## config.mk

```make
export PLATFORM = sky130hd
export DESIGN_NAME = inst_fetch_memory
export DESIGN_NICKNAME = d
export VERILOG_FILES = /design/src/rtl/inst_fetch_memory.sv
export SDC_FILE = /design/constraint.sdc
export NUM_CORES = 2
export LEC_CHECK = 0
export CAP_MARGIN = 20
export CORE_MARGIN = 4
export CORE_UTILIZATION = 60
export DETAILED_ROUTE_END_ITERATION = 8
export PLACE_DENSITY = 0.83
export SYNTH_ARGS = -nofsm -noshare
export SYNTH_HDL_FRONTEND = slang
export SYNTH_SLANG_ARGS = --single-unit
```

## constraint.sdc

```tcl
create_clock -name clk -period 4.1 [get_ports clk]
set_input_delay 0.41 -clock clk [delete_from_list [all_inputs] [get_ports clk]]
set_output_delay 0.41 -clock clk [all_outputs]
set_load 0.02 [all_outputs]
```

## src/rtl/inst_fetch_memory.sv

```systemverilog
// rtl/inst_fetch_memory.sv - byte-addressed little-endian instruction memory with registered fetch and run-time loader
//
// Purpose: instruction store between the PC register and the IF/ID register.
//   One-cycle registered fetch with stall/flush handling, fault reporting on
//   misaligned or out-of-range fetches, and a programming mode for loading
//   32-bit words at run time.
// Ports:
//   clk, reset                 clock, synchronous active-high reset
//   fetch_req, stall, flush    fetch control (priority flush > stall > fetch_req)
//   Inst_Address               byte address of the instruction to fetch
//   Instruction                fetched word, little-endian
//   inst_valid, inst_fault     response valid, fault code (00 ok, 01 misaligned, 10 out of range)
//   prog_en, prog_we           programming mode request / write strobe
//   prog_addr, prog_data       word address and data for programming writes
//   busy                       high while in programming mode
//   prog_err                   sticky flag for a bad programming write
module inst_fetch_memory #(
  parameter int unsigned DEPTH_BYTES = 256,
  parameter int unsigned ADDR_W      = 64,
  parameter logic [31:0] NOP_WORD    = 32'h00000013
) (
  input  logic              clk,
  input  logic              reset,
  input  logic              fetch_req,
  input  logic              stall,
  input  logic              flush,
  input  logic [ADDR_W-1:0] Inst_Address,
  output logic [31:0]       Instruction,
  output logic              inst_valid,
  output logic [1:0]        inst_fault,
  input  logic              prog_en,
  input  logic              prog_we,
  input  logic [ADDR_W-1:0] prog_addr,
  input  logic [31:0]       prog_data,
  output logic              busy,
  output logic              prog_err
);

  localparam int unsigned WORDS = DEPTH_BYTES / 4;
  localparam int unsigned IDX_W = (WORDS > 1) ? $clog2(WORDS) : 1;
  // Highest legal word address; a > LAST_WORD_ADDR is the same as a+3 > DEPTH_BYTES-1
  // but cannot wrap at the top of the address space.
  localparam logic [ADDR_W-1:0] LAST_WORD_ADDR = ADDR_W'(DEPTH_BYTES - 4);

  localparam logic [1:0] FAULT_OK  = 2'b00;
  localparam logic [1:0] FAULT_MIS = 2'b01;
  localparam logic [1:0] FAULT_OOR = 2'b10;

  typedef enum logic {FETCH, PROG} state_e;

  // Stored as whole words: byte a of a word lives in bits [8*(a%4) +: 8],
  // which is exactly the little-endian layout of prog_data.
  logic [31:0] mem_q [WORDS] = '{default: NOP_WORD};

  state_e      state_q;
  logic [31:0] instr_q;
  logic        valid_q;
  logic [1:0]  fault_q;
  logic        busy_q;
  logic        prog_err_q;

  logic             fetch_mis, fetch_oor;
  logic             prog_ok;
  logic [IDX_W-1:0] fetch_idx, prog_idx;

  assign fetch_mis = (Inst_Address[1:0] != 2'b00);
  assign fetch_oor = (Inst_Address > LAST_WORD_ADDR);
  assign fetch_idx = Inst_Address[IDX_W+1:2];
  assign prog_ok   = (prog_addr[1:0] == 2'b00) && (prog_addr <= LAST_WORD_ADDR);
  assign prog_idx  = prog_addr[IDX_W+1:2];

  // Memory has no reset; a write coinciding with reset is suppressed so that
  // reset never changes contents.
  always_ff @(posedge clk) begin
    if (!reset && state_q == PROG && prog_we && prog_ok) begin
      mem_q[prog_idx] <= prog_data;
    end
  end

  always_ff @(posedge clk) begin
    if (reset) begin
      state_q    <= FETCH;
      instr_q    <= NOP_WORD;
      valid_q    <= 1'b0;
      fault_q    <= FAULT_OK;
      busy_q     <= 1'b0;
      prog_err_q <= 1'b0;
    end else begin
      case (state_q)
        FETCH: begin
          if (prog_en) begin
            // Entering PROG drops any fetch presented this cycle.
            state_q <= PROG;
            busy_q  <= 1'b1;
            instr_q <= NOP_WORD;
            valid_q <= 1'b0;
            fault_q <= FAULT_OK;
          end else if (flush) begin
            instr_q <= NOP_WORD;
            valid_q <= 1'b0;
            fault_q <= FAULT_OK;
          end else if (stall) begin
            // Hold the IF/ID view; the PC is re-presented by the core.
          end else if (fetch_req) begin
            valid_q <= 1'b1;
            if (fetch_mis) begin
              instr_q <= NOP_WORD;
              fault_q <= FAULT_MIS;
            end else if (fetch_oor) begin
              instr_q <= NOP_WORD;
              fault_q <= FAULT_OOR;
            end else begin
              instr_q <= mem_q[fetch_idx];
              fault_q <= FAULT_OK;
            end
          end else begin
            valid_q <= 1'b0;
          end
        end
        PROG: begin
          if (prog_we && !prog_ok) begin
            prog_err_q <= 1'b1;
          end
          if (!prog_en) begin
            state_q <= FETCH;
            busy_q  <= 1'b0;
          end
        end
        default: begin
          state_q <= FETCH;
          busy_q  <= 1'b0;
        end
      endcase
    end
  end

  assign Instruction = instr_q;
  assign inst_valid  = valid_q;
  assign inst_fault  = fault_q;
  assign busy        = busy_q;
  assign prog_err    = prog_err_q;

endmodule

```

# Word level (Yosys, flattened, before mapping)
# Memory sizes are Yosys's and may differ from the RTL's.
# Index checks and enable logic that the tools add are counted.
[classes]
n_bitwise = 1
n_reduce_logical = 14
div_mod_pow = 0
order_cmp = 2
add_sub_neg = 0
n_shift = 0
mux = 22
eq_ne = 3
n_mul = 0
[op_table]
columns = ["cell", "count"]
rows = [
  ["$mux 32", 6],
  ["$gt 64x8->1 const B", 1],
  ["$le 64x8->1 const B", 1],
  ["$mux 2", 6],
  ["$mux 1", 9],
  ["$reduce_and 2->1", 3],
  ["$logic_and 1x1->1", 5],
  ["$ne 2x2->1 const B", 2],
  ["$ne 3x1->1 const B", 1],
  ["$reduce_and 3->1", 1],
  ["$reduce_bool 3->1", 1],
  ["$logic_not 1->1", 2],
  ["$logic_not 2->1", 1],
  ["$pmux 1 s2", 1],
  ["$reduce_bool 2->1", 1],
  ["$not 1->1", 1],
]
[word_totals]
output_inout_bits = 37
latchBits = 0
mem_count = 1
rom_bits = 0
ram_bits = 2048
register_bits = 38
[memory_table]
columns = ["memory", "words", "word_bits", "rd", "rd_ports_with_merged_regs", "wr", "line", "rtl"]
rows = [
  ["mem_q", 64, 32, 1, 0, 1, "53", "logic [31:0] mem_q [WORDS] = '{default: NOP_WORD};"],
]

# Logic depth before layout (Yosys ltp)
[logic_depth]
depth_word = 7
mapped_depth = 10
mapped_depth_nobuf = 5

# Worst setup path after synthesis
# OpenSTA, ideal clock, no wires.
[synth_path]
kind = "input-to-reg"
from = "in prog_addr[13]"
to = "mem mem_q[55][0] (enable)"
arrival_ps = 3160
t_required_ps = 3679
path_stages = 5
slack_ps = 519
path_cell_list = "nor4_1 > nand4_1 > nor3_1 > nand4_1 > nor2_1"
[synth_between]
elab_chain_len = 5
[synth_lines]
columns = ["element", "line", "rtl"]
rows = [
  ["start, declared", "33", "input logic [ADDR_W-1:0] prog_addr,"],
  ["$le 64x8->1", "69", "assign prog_ok = (prog_addr[1:0] == 2'b00) && (prog_addr <= LAST_WORD_ADDR);"],
  ["$logic_and 1x1->1", "69", ""],
  ["$logic_and 1x1->1", "75", "if (!reset && state_q == PROG && prog_we && prog_ok) begin"],
  ["$mux 1", "75", ""],
  ["$mux 1 (not written as such)", "76", "mem_q[prog_idx] <= prog_data;"],
  ["end, declared", "53", ""],
]
# No other way between the ends.

# Worst setup path in the final report
[layout_path]
from = "in Inst_Address[2]"
to = "reg fault_q[1] (netlist: inst_fault[1])"
[layout_between]
elab_chain_len = 7
[layout_lines]
columns = ["element", "line", "rtl"]
rows = [
  ["start, declared", "27", "input logic [ADDR_W-1:0] Inst_Address,"],
  ["$gt 64x8->1", "67", "assign fetch_oor = (Inst_Address > LAST_WORD_ADDR);"],
  ["$mux 2", "109", "end else if (fetch_oor) begin"],
  ["$mux 2", "106", "if (fetch_mis) begin"],
  ["$mux 2", "104", "end else if (fetch_req) begin"],
  ["$mux 2", "102", "end else if (stall) begin"],
  ["$mux 2", "98", "end else if (flush) begin"],
  ["$mux 2", "91", "if (prog_en) begin"],
  ["end signal, assigned", "97", "fault_q <= FAULT_OK;"],
  ["end signal, assigned", "101", "fault_q <= FAULT_OK;"],
  ["end signal, assigned", "108", "fault_q <= FAULT_MIS;"],
  ["end, declared", "58", "logic [1:0] fault_q;"],
]
# No other way between the ends. The select of a mux whose other input is x is not followed.
# A chain may end at the register's enable or synchronous reset.

==> metrics.txt <==
main combinational cell family by area after synthesis multiplexers; Synth Flop Type edfxtp_1; total vias in the final route 43824; total gr overflow 0; Post-CTS Resized 0; adder-cell area share of the yosys netlist 0%; Reg power frac 53.4%; number of global-route vias before repair 44643; most frequent cells in the layout 2048 x edfxtp_1, 492 x mux4_2, 230 x nand2_1; Seq. cell area 62300 um2; Slew Limit Headroom 29.4%; Mapped Nets 3857; worst min path class in -> reg; sw frac 21.3%; CTS tree built; Max IR drop VDD 313 uV; drt wl/cell 37.7 um; Worst setup SP type input pin; Setup Viol. Count Final 0; cell count after placement 5647; area of the die 139000 um2; Worst EP required 4.83 ns; WS Path Type in -> reg; Critical Path AT 3.60 ns; Final Cycle Share 70.0%; post-synthesis async set-or-reset flop share 0%; Placer Congestion 0.890; DRT iter0 DRCs 8005; crit path from Inst_Address[2]; number of enable flip-flop cells after synthesis 2048; met1 WL 72300 um; Gate Count Post-Synth 3690; Fill cells 6937; io pins 204; Lkg Pwr 29.1 nW; antenna violation net count after detailed routing 0; achievable frequency 0.348 GHz; Buffers on Ports 203; core area 132000 um2; Tmin final 2.87 ns; commonest non-fill, non-tap cell in the layout edfxtp_1; CTS max path bufs 3; Layout Skew 0.0353 ns; delay of the slowest cell on the worst path 0.78 ns; clk sink count 2086; Max-Cap Viols 0; PD cells 473 nW/um2; Vert. Die Dim 373 um; Final Power 43.8 mW; hold_sp prog_data[10]; mux cell area share after synthesis 15.3%; Worst-Margin Slew 1.06 ns; post-placement cell area 85500 um2; Cell Chain, Critical Path buf_8, buf_12, buf_12, o211ai_1, o211ai_1, nor4_2, buf_12, or4_1, a21oi_1; gr usage total 32.6%; synthesized area per cell 21.7 um2; DRC 0; final net count 4292; sequential cell area fraction in the yosys report 77.9%; crit-path max FO 41; WL met2 108000 um; synth warn 0; root buffer cell clkbuf_16; Unique masters post-synth 52; layout cells sized above 1 27.7%; final slew viol count 0; Synth Area in XOR/XNOR 0%; Worst Hold Slack 0.0133 ns; Hold Crit Depth 1; CTS buffer count 194; multi-input logic area 17100 um2; Combinational Power Share 5.0%; compound-gate portion of the synthesized area 2.46%; initial antenna violation count 6; Worst Reg-to-Reg Cells 7; Buf/Inv on CP 4; Top Metal Used met5; Crit-path slowest cell o211ai_1; internal power 34.5 mW; Clk pwr share 41.6%; Critical Path Stages 9; RR Startpoint state_q$_SDFF_PP0_; synth-to-layout area growth 15.8%; Post-Syn Area 79900 um2; WL met3 32600 um; Simple-Gate Fraction of Synth Area 2.98%; CP delay by family, top buffers and inverters; routed vias/inst 7.25; largest net degree at the start of global routing 76; HPWL Detailed 117000 um; Initial Util 60.6%; clock-pin slew on the worst setup and hold paths 0.06 ns; fin area 92500 um2; most frequent CP cell buf_12; DRT Pass-1 Iters 7; Final Hold Viols 0; NetSw 9.33 mW; total routed wirelength 228000 um; FF+latch count, synth 2086; global-route wire length before repair 325000 um; run status completed; critical path capture point type flip-flop; Die W 373 um; number of placement rows 133; htree depth 4; worst skew pair latency 0.81 ns; Cell Count, Final, Fillers Out 6043; RSZ-0062 raised after global routing false; Post-Route Setup TNS 0 ns
==> worst reg2reg max path: cells and delay by family (launching register included) <==
kind | cells | cell delay, ns
buf+inv | 3 | 1.09
flops | 1 | 0.36
simple gates | 4 | 0.88
==> cell type report <==
cell class	count	share of cell area, %
sequential	2086	67.3
multi-input combinational	1390	18.5
clock buffer	262	5.85
timing repair buffer	445	5.00
tap	1755	2.37
clock inverter	95	0.991
inverter	8	0.0379
antenna	2	0.00541
==> synthesized netlist by cell type (2+ instances only) <==
cell	instances	area, um2
nor2_1	90	338
nand2_1	230	863
nand4b_1	6	52.6
mux4_2	492	11100
buf_4	43	323
dfxtp_1	38	761
nor2b_1	17	106
o31ai_1	13	97.6
nand2b_1	16	100
nor4_1	34	213
edfxtp_1	2048	61500
clkbuf_2	2	10.0
o221ai_1	19	166
a31o_2	18	158
or2_2	4	25.0
a22o_1	9	78.8
a311oi_1	5	43.8
or3b_2	4	35.0
or3_1	3	18.8
o211ai_1	5	37.5
nor3_1	13	65.1
buf_6	3	33.8
buf_2	69	345
o22ai_1	52	325
a31oi_1	22	138
o32a_1	2	20.0
a21oi_1	17	85.1
nand3_1	37	185
a22oi_1	48	360
nand3b_1	6	45.0
and2_1	2	12.5
o21ai_0	19	95.1
mux2_2	42	473
clkbuf_1	69	259
buf_1	20	75.1
mux2i_1	67	671
a211oi_1	39	293
nand4_1	48	300
inv_1	6	22.5
==> cells by family (layout without fill, tap and decap cells) <==
kind of cell,Yosys count,count (layout)
mux,601,601
other cells,0,2
simple gates,513,513
buf+inv,214,810
compound gates,276,276
flops,2086,2086
==> power by group through the flow <==
| stage | registers [mW] | logic [mW] | clock network (mW) |
|---|---|---|---|
| 3_5_place_dp | 23.9 | 2.02 | 0 |
| 6_report | 23.4 | 2.21 | 18.2 |
| 4_1_cts | 23.4 | 2.09 | 18.2 |
| 2_1_floorplan | 23.9 | 1.05 | 0 |
| 5_1_grt | 23.4 | 2.28 | 19.2 |
| 3_3_place_gp | 23.9 | 1.95 | 0 |
==> flip-flops by register name (all words and copies together), names as in the netlist <==
| signal | count |
|---|---|
| inst_valid | 1 |
| inst_fault | 2 |
| busy | 1 |
| prog_err | 1 |
| mem_q | 2048 |
| state_q | 1 |
| Instruction | 32 |
==> timing repair <==
action | 4_1_cts | 5_1_grt
endpoints found under the hold margin | 0 | 63
hold buffers | 0 | 8
buffers inserted | 0 | 0
==> metrics by stage <==
stage               worst slack [ns]  utilization (%)
floorplan                      0.519                -
global placement               0.192             64.8
detailed placement             0.575             64.8
CTS                             1.38             69.6
global route                    1.08             70.1
finish                          1.23             70.1
==> worst paths after layout <==
check / endpoint / slack, ns
worst max-delay path: inst_fault[1]$_SDFFE_PP0P_ / 1.23
worst min-delay path: mem_q[6][10]$_DFFE_PP_ / 0.01
worst max register to register: mem_q[16][9]$_DFFE_PP_ / 1.33
worst min register to register: inst_valid$_SDFFE_PP0P_ / 0.47
==> routing by layer <==
layer  up-vias  track usage [%]
li1      16415                -
met4         8             17.4
met2      4516             50.6
met5         -                0
met3       864             8.32
met1     22021             43.5
Note: power is estimated with default switching activity, not from simulation.
